### src/rtl/kab_io_pkg.sv
// kab_io_pkg: shared UART receiver types and constants for the KabIO subsystem.
package kab_io_pkg;
    localparam int UART_DATA_BITS = 8;
    localparam int UART_CLKS_PER_BIT = 434;
    typedef enum logic [2:0] {IDLE, START, DATA, PARITY, STOP, BREAK} uart_rx_state_t;
endpackage

### src/rtl/sync_2ff.sv
// sync_2ff: two-flop synchronizer for an asynchronous single-bit input, with selectable reset value.
module sync_2ff #(
    parameter logic RST_VAL = 1'b1
) (
    input  logic clk,
    input  logic rst,
    input  logic d,
    output logic q
);
    logic meta;
    always_ff @(posedge clk) begin
        if (rst) begin
            meta <= RST_VAL;
            q    <= RST_VAL;
        end else begin
            meta <= d;
            q    <= meta;
        end
    end
endmodule

### src/rtl/uart_receiver.sv
// uart_receiver: mid-bit sampling UART receiver with a one-entry valid/ready holding register.
// Define UART_PARITY_EN to expect an even-parity bit and expose ParityErr.
module uart_receiver
    import kab_io_pkg::*;
#(
    parameter int CLKS_PER_BIT = UART_CLKS_PER_BIT
) (
    input  logic       Clock,
    input  logic       Reset,
    input  logic       Din,
    output logic [7:0] RxData,
    output logic       RxValid,
    input  logic       RxReady,
    output logic       FrameErr,
`ifdef UART_PARITY_EN
    output logic       ParityErr,
`endif
    output logic       Overrun
);
    localparam int CW = $clog2(CLKS_PER_BIT);
    localparam int BW = $clog2(UART_DATA_BITS);
    uart_rx_state_t state;
    logic [CW-1:0] cnt;
    logic [BW-1:0] bit_idx;
    logic [UART_DATA_BITS-1:0] shreg;
    logic s, s_q;
    logic half_tick, full_tick;
`ifdef UART_PARITY_EN
    logic par_bad;
`endif
    sync_2ff #(.RST_VAL(1'b1)) u_sync (.clk(Clock), .rst(Reset), .d(Din), .q(s));
    always_comb begin
        half_tick = cnt == CW'(CLKS_PER_BIT / 2 - 1);
        full_tick = cnt == CW'(CLKS_PER_BIT - 1);
    end
    always_ff @(posedge Clock) begin
        if (Reset) begin
            state    <= IDLE;
            cnt      <= '0;
            bit_idx  <= '0;
            shreg    <= '0;
            s_q      <= 1'b1;
            RxData   <= '0;
            RxValid  <= 1'b0;
            FrameErr <= 1'b0;
            Overrun  <= 1'b0;
`ifdef UART_PARITY_EN
            par_bad   <= 1'b0;
            ParityErr <= 1'b0;
`endif
        end else begin
            s_q      <= s;
            FrameErr <= 1'b0;
            Overrun  <= 1'b0;
`ifdef UART_PARITY_EN
            ParityErr <= 1'b0;
`endif
            if (RxValid && RxReady) RxValid <= 1'b0;
            case (state)
                IDLE: begin
                    cnt     <= '0;
                    bit_idx <= '0;
                    if (s_q && !s) state <= START;
                end
                START: begin
                    cnt <= half_tick ? '0 : cnt + CW'(1);
                    if (half_tick) state <= s ? IDLE : DATA;
                end
                DATA: begin
                    cnt <= full_tick ? '0 : cnt + CW'(1);
                    if (full_tick) begin
                        shreg   <= {s, shreg[UART_DATA_BITS-1:1]};
                        bit_idx <= bit_idx + BW'(1);
`ifdef UART_PARITY_EN
                        if (bit_idx == BW'(UART_DATA_BITS - 1)) state <= PARITY;
`else
                        if (bit_idx == BW'(UART_DATA_BITS - 1)) state <= STOP;
`endif
                    end
                end
`ifdef UART_PARITY_EN
                PARITY: begin
                    cnt <= full_tick ? '0 : cnt + CW'(1);
                    if (full_tick) begin
                        par_bad <= s ^ (^shreg);
                        state   <= STOP;
                    end
                end
`endif
                STOP: begin
                    cnt <= full_tick ? '0 : cnt + CW'(1);
                    if (full_tick && s) begin
                        state <= IDLE;
`ifdef UART_PARITY_EN
                        ParityErr <= par_bad;
`endif
                        // Loading while a transfer completes keeps RxValid high.
                        if (!RxValid || RxReady) begin
                            RxData  <= shreg;
                            RxValid <= 1'b1;
                        end else begin
                            Overrun <= 1'b1;
                        end
                    end else if (full_tick) begin
                        FrameErr <= 1'b1;
                        state    <= BREAK;
                    end
                end
                BREAK: if (s) state <= IDLE;
                default: state <= IDLE;
            endcase
        end
    end
endmodule

### config.mk
export PLATFORM = sky130hd
export DESIGN_NAME = uart_receiver
export DESIGN_NICKNAME = d
export VERILOG_FILES = /design/src/rtl/kab_io_pkg.sv /design/src/rtl/sync_2ff.sv /design/src/rtl/uart_receiver.sv
export SDC_FILE = /design/constraint.sdc
export NUM_CORES = 1
export LEC_CHECK = 0
export CAP_MARGIN = 20
export CORE_MARGIN = 10
export CORE_UTILIZATION = 50
export DETAILED_ROUTE_END_ITERATION = 10
export GPL_TIMING_DRIVEN = 0
export PLACE_DENSITY = 0.78
export SLEW_MARGIN = 30
export SYNTH_ARGS = -nofsm -noshare
export SYNTH_HDL_FRONTEND = slang
export SYNTH_SLANG_ARGS = --single-unit
### constraint.sdc
create_clock -name Clock -period 2.7 [get_ports Clock]
set_input_delay 0.27 -clock Clock [delete_from_list [all_inputs] [get_ports Clock]]
set_output_delay 0.27 -clock Clock [all_outputs]
set_load 0.01 [all_outputs]
==> impl_metrics.tcl, run 1 <==
set metrics [dict create \
    grt_pass1_wl_um 6200 \
    coreArea_mm2 0.00336 \
    rsz0062_at_grt "false" \
    min_period_ns 2.05 \
    post_drt_wl_per_cell_um 13.6 \
    setup_viol 0 \
    synthCells 208 \
    post-route-util_pct 61.0 \
    grt_pass1_vias 1312 \
    total_power_mw 1.28 \
    io_pins 15 \
    start_util_pct 52.3 \
    yosysSeqAreaShare_pct 42.1 \
    routed_wl_um 3740 \
    detail-route-antenna-nets 0 \
    critPathSlowestCell "a211oi_4" \
    mostFrequentLayoutCells "dfxtp_1 (37), nand2_1 (37), a21oi_1 (20), clkdlybuf4s50_1 (13), nor2_1 (11)" \
    crit_path_end_kind "register" \
    crit_required_ns 2.95 \
    ys.flop_type "dfxtp_1" \
    cts_tree "built" \
    area_growth_pct 16.7 \
    die_h_um 79.3 \
    cts_root_buffer "clkbuf_4" \
    cts_sinks 37 \
    fmax_mhz 488 \
    die_w_um 79.3 \
    hold_violations 0 \
    slowest_delay_ns 0.45 \
    holdWs_ns 0.363 \
    min_period_over_period_pct 75.9 \
    skew_ns 0.00971 \
    finalWorstSetupSlack_ns 0.650 \
    grt_max_degree 14 \
    top_layer_used "met4" \
    netlist_area_mm2 0.00176 \
    outcome "finished clean" \
    critPathLaunchType "register" \
    slew_violations 0 \
    wl_met3_um 148 \
    synthArstFlopShare_pct 0 \
    cts_buffers 5 \
    clkTransAtPathRegs_ns 0.12 \
    cts_setup_buffers 0 \
    maxCapViolCount 0 \
    grt.overflow.total 0 \
    fin_nets 237 \
    clock_latency_ns 0.35 \
    ys_types 40 \
    wl_met1_um 1770 \
    max_slew.worst_pin.slew_ns 0.580 \
    globalplace.congestion 0.791 \
    rr_worst_depth 7 \
    dr.pass1.iters 4 \
    synth-edff-count 0 \
    drive_gt1_share_pct 10.5 \
    synth_nets 217 \
    clk_path_buf_depth 2 \
    drc 0 \
    worstHoldPathCells 2 \
    dpl_worst_slack_ns 0.689 \
    vias 1528 \
    relSlewSlack_pct 61.2 \
    io_buffers 13 \
    h-tree-depth 2 \
    dieArea_mm2 0.00629 \
    fp-row-count 21 \
    route.met2.wl_um 1770 \
    dp_hpwl_um 2740 \
    path_cells "inv_1 -> ha_1 -> and4b_1 -> buf_6 -> a211oi_4 -> or4_4 -> mux2_4" \
    setup-tns-final_ns 0 \
    critPathKind "register to register" \
    cellPowerDensity_mw_per_mm2 622 \
    multi_input_area_um2 932 \
    num_antenna_cells 0 \
    antenna_found_initial 0 \
    routed_via_density 5.56 \
    ys_seq_elements 37 \
    crit_arrival_ns 2.30 \
    final-seq-area_um2 741 \
    drt_iter0_drc 77 \
    cellLeakagePower_nw 0.723 \
    worst-path-max-fanout 9 \
    fill_cells 319 \
    vdd_ir_drop_max_mv 0.341 \
    grt.total_usage_pct 12.0 \
    hold_path_class "input pin to register" \
    postCtsResizedCells 0 \
    ys.warnings.count 0 \
    avgSynthCellArea_um2 8.46 \
    cts_hold_buf 0 \
]
## synth_stat cells, types with 2 or more instances
| cell | count | area, um2 |
|---|---|---|
| and4bb_2 | 2 | 25.0 |
| mux2i_1 | 2 | 20.0 |
| dfxtp_1 | 37 | 741 |
| o21ai_0 | 5 | 25.0 |
| nor2_1 | 11 | 41.3 |
| or2_2 | 4 | 25.0 |
| inv_1 | 5 | 18.8 |
| nand2_1 | 37 | 139 |
| buf_1 | 2 | 7.51 |
| nand3_1 | 6 | 30.0 |
| nor3_1 | 7 | 35.0 |
| o21a_1 | 3 | 22.5 |
| o221ai_1 | 4 | 35.0 |
| a21oi_1 | 20 | 100 |
| and4_1 | 3 | 26.3 |
| ha_1 | 5 | 62.6 |
| o31ai_1 | 8 | 60.1 |
| nand2b_1 | 2 | 12.5 |
| buf_2 | 3 | 15.0 |
| and2_1 | 3 | 18.8 |
| nand4_1 | 10 | 62.6 |
| xnor2_1 | 2 | 17.5 |
| clkbuf_1 | 9 | 33.8 |
| and4b_1 | 2 | 20.0 |
## sequential cells by signal (all words and copies together), names as in the netlist, 3 cells and up
signal,count
shreg,8
RxData,8
state,3
cnt,9
bit_idx,3
## layer usage
| layer | up-vias | GRT usage (%) |
|---|---|---|
| li1 | 778 | - |
| met1 | 726 | 14.4 |
| met2 | 19 | 19.2 |
| met3 | 5 | 4.50 |
| met4 | 0 | 3.76 |
| met5 | - | 0 |
## power breakdown
group	switching, mW	leakage [nW]	internal, mW
Combinational	0.139	0.369	0.0732
Clock	0.200	0.0558	0.291
Sequential	0.0118	0.299	0.561
## path summary, 6_finish.rpt
kind | startpoint | slack, ns | endpoint
min | Reset | 0.36 | cnt[2]
min reg2reg | u_sync.meta | 0.42 | u_sync.q
max reg2reg | cnt[1] | 0.65 | state[1]
max | cnt[1] | 0.65 | state[1]
## metrics by stage
step | std cells | cell area, um2
global route | 275 | 2050
global placement | 267 | 1950
detailed placement | 267 | 1950
finish | 275 | 2050
CTS | 275 | 2050
floorplan | 208 | 1760
## worst max-delay path: cells and delay by family, from the launching register on
family	cells	cell delay, ns
AO/OA/AOI/OAI	1	0.45
multiplexers	1	0.29
AND/OR/NAND/NOR	2	0.44
adder cells (fa/ha/maj)	1	0.17
buffers and inverters	2	0.21
flip-flops	1	0.39
## cell families after synthesis
family | count (synthesis) | share of synthesized area (%)
mux | 3 | 1.99
simple gates | 93 | 27.6
buf+inv | 20 | 4.91
flops | 37 | 42.1
compound gates | 46 | 17.4
fa+ha+maj | 6 | 4.13
xor+xnor | 3 | 1.92
## final cells by class
type,count,area share [%]
multi-input combinational,151,45.4
tap,46,2.80
buffer,15,3.29
sequential,37,36.1
timing repair buffer,13,6.34
inverter,5,0.914
clock buffer,5,1.83
clock inverter,3,3.35
Power figures use the tool's default switching activity.
==> inputs of run 2 (changes only) <==
clock period = 1.9 ns   (was 2.7 ns; I/O delays follow)
==> run 2 against run 1 <==
Effect of this change: design area grew 4.6%; final cell count rose by 2.5%; non-clock buffer count increased by 7; routed wire length increased by 4.9%; combinational power is 59% higher; largest cell class unchanged.
==> impl_metrics.tcl, run 2 (synthesis gave the netlist of run 1 again) <==
set metrics [dict create \
    grt_pass1_vias 1363 \
    setup_viol 0 \
    post_drt_wl_per_cell_um 13.9 \
    top_register "cnt" \
    final_cells 282 \
    worstHoldPathCells 2 \
    placed_cells 267 \
    io_buffers 13 \
    p_switching_mw 0.519 \
    clock_latency_ns 0.35 \
    num_antenna_cells 0 \
    swShare_pct 27.9 \
    rsz0062_at_grt "true" \
    crit_path_end_kind "register" \
    cts_sinks 37 \
    skew_ns 0.0103 \
    cts_root_buffer "clkbuf_4" \
    drive_gt1_share_pct 15.7 \
    finalWorstSetupSlack_ns 0.0146 \
    critPathLaunchType "register" \
    dp_hpwl_um 2740 \
    seqPwrFrac_pct 44.3 \
    relSlewSlack_pct 59.9 \
    critPathKind "register to register" \
    dpl_worst_slack_ns -0.111 \
    die_w_um 79.3 \
    largest_reg_flops 9 \
    min_period_over_period_pct 99.2 \
    layout_commonest_cell "nand2_1" \
    slew_violations 0 \
    io_pins 15 \
    start_util_pct 52.3 \
    fin_nets 244 \
    hold_violations 0 \
    min_period_ns 1.89 \
    fill_cells 298 \
    reg2reg_slack_ns 0.01 \
    vdd_ir_drop_max_mv 0.559 \
    cts_buffers 5 \
    grt_pass1_wl_um 6370 \
    max_slew.worst_pin.slew_ns 0.600 \
    cellPowerDensity_mw_per_mm2 865 \
    p_comb_share_pct 18.2 \
    routed_via_density 5.51 \
    vias 1553 \
    rr_worst_depth 7 \
    p_clk_share_pct 37.5 \
    cellLeakagePower_nw 0.770 \
    rr_startpoint "cnt[1]" \
    crit_required_ns 2.14 \
    clk_path_buf_depth 2 \
    cts_tree "built" \
    hold_end "cnt[2]" \
    reg2reg_to "state[1]" \
    outcome "finished clean" \
    crit_arrival_ns 2.13 \
    fp-row-count 21 \
    h-tree-depth 2 \
    maxCapViolCount 0 \
    grt.total_usage_pct 12.3 \
    setup-tns-final_ns 0 \
    antenna_found_initial 0 \
    area_growth_pct 22.1 \
    worst-path-max-fanout 5 \
    setup.worst_path.start "cnt[1]" \
    fmax_mhz 530 \
    routed_wl_um 3920 \
    p_int_mw 1.34 \
    dieArea_mm2 0.00629 \
    grt_max_degree 14 \
    largestRegisters "cnt (9), RxData (8), shreg (8)" \
    holdWs_ns 0.278 \
    detail-route-antenna-nets 0 \
    grt.overflow.total 0 \
    coreArea_mm2 0.00336 \
    globalplace.congestion 0.791 \
    min-delay-start "Reset" \
    die_h_um 79.3 \
    hold_path_class "input pin to register" \
    dr.pass1.iters 4 \
    mostFrequentLayoutCells "nand2_1 (37), dfxtp_1 (35), a21oi_1 (20), clkdlybuf4s50_1 (13), nor2_1 (11)" \
    drt_iter0_drc 100 \
    clkTransAtPathRegs_ns 0.12 \
    drc 0 \
]
## run 2: how the worst max path moves through the flow
stage,endpoint,cells past startpoint
after CTS,state[1],7
after detailed placement,state[1],7
after floorplan,state[1],6
after global routing,state[1],7
final,state[1],7
after global placement,state[1],7
## run 2: metal layers
layer | routed length, um | global-route usage (%) | up-vias
met3 | 163 | 4.50 | 5
met2 | 1920 | 20.0 | 23
met1 | 1800 | 14.7 | 728
met4 | 35 | 3.94 | 0
li1 | - | - | 797
met5 | 0 | 0 | -
## run 2: layout make-up
class                           instances  area, um2  area share, %
Multi-Input combinational cell        151        961           44.7
Sequential cell                        37        748           34.8
Timing Repair Buffer                   21        190           8.85
Clock inverter                          3       68.8           3.20
Buffer                                 14       63.8           2.97
Tap cell                               46       57.6           2.68
Clock buffer                            5       37.5           1.75
Inverter                                5       21.3          0.990
## run 2: power by group through the flow
stage	clock network (mW)	logic, mW	registers, mW
floorplan	0	0.237	0.827
global placement	0	0.299	0.830
detailed placement	0	0.300	0.831
CTS	0.707	0.320	0.816
global route	0.733	0.370	0.829
finish	0.697	0.338	0.823
## run 2: worst max-delay path, stage by stage (launching register included)
cell and delay [ns]:
dfxtp_4 0.38, inv_4 0.06, ha_4 0.10, and4b_1 0.20, buf_6 0.13, a211oi_4 0.06
or4_4 0.55, mux2_4 0.31
## run 2: per-stage QoR
step | total power [mW] | utilization (%) | area [um2]
finish | 1.86 | 63.9 | 2150
global route | 1.93 | 63.9 | 2150
CTS | 1.84 | 62.2 | 2090
detailed placement | 1.13 | 57.9 | 1950
global placement | 1.13 | 57.9 | 1950
floorplan | 1.06 | - | 1760
## run 2: what timing repair did
action                     4_1_cts  5_1_grt
setup buffers                    5        3
resized for setup                2        9
pin swaps                        2        2
setup endpoints to repair        2       15
hold buffers                     0        0
==> inputs of run 3 (changes only) <==
CAP_MARGIN = default   (was 20)
==> results of run 3 <==
The final DEF is identical to that of run 2; final timing and power are the same.
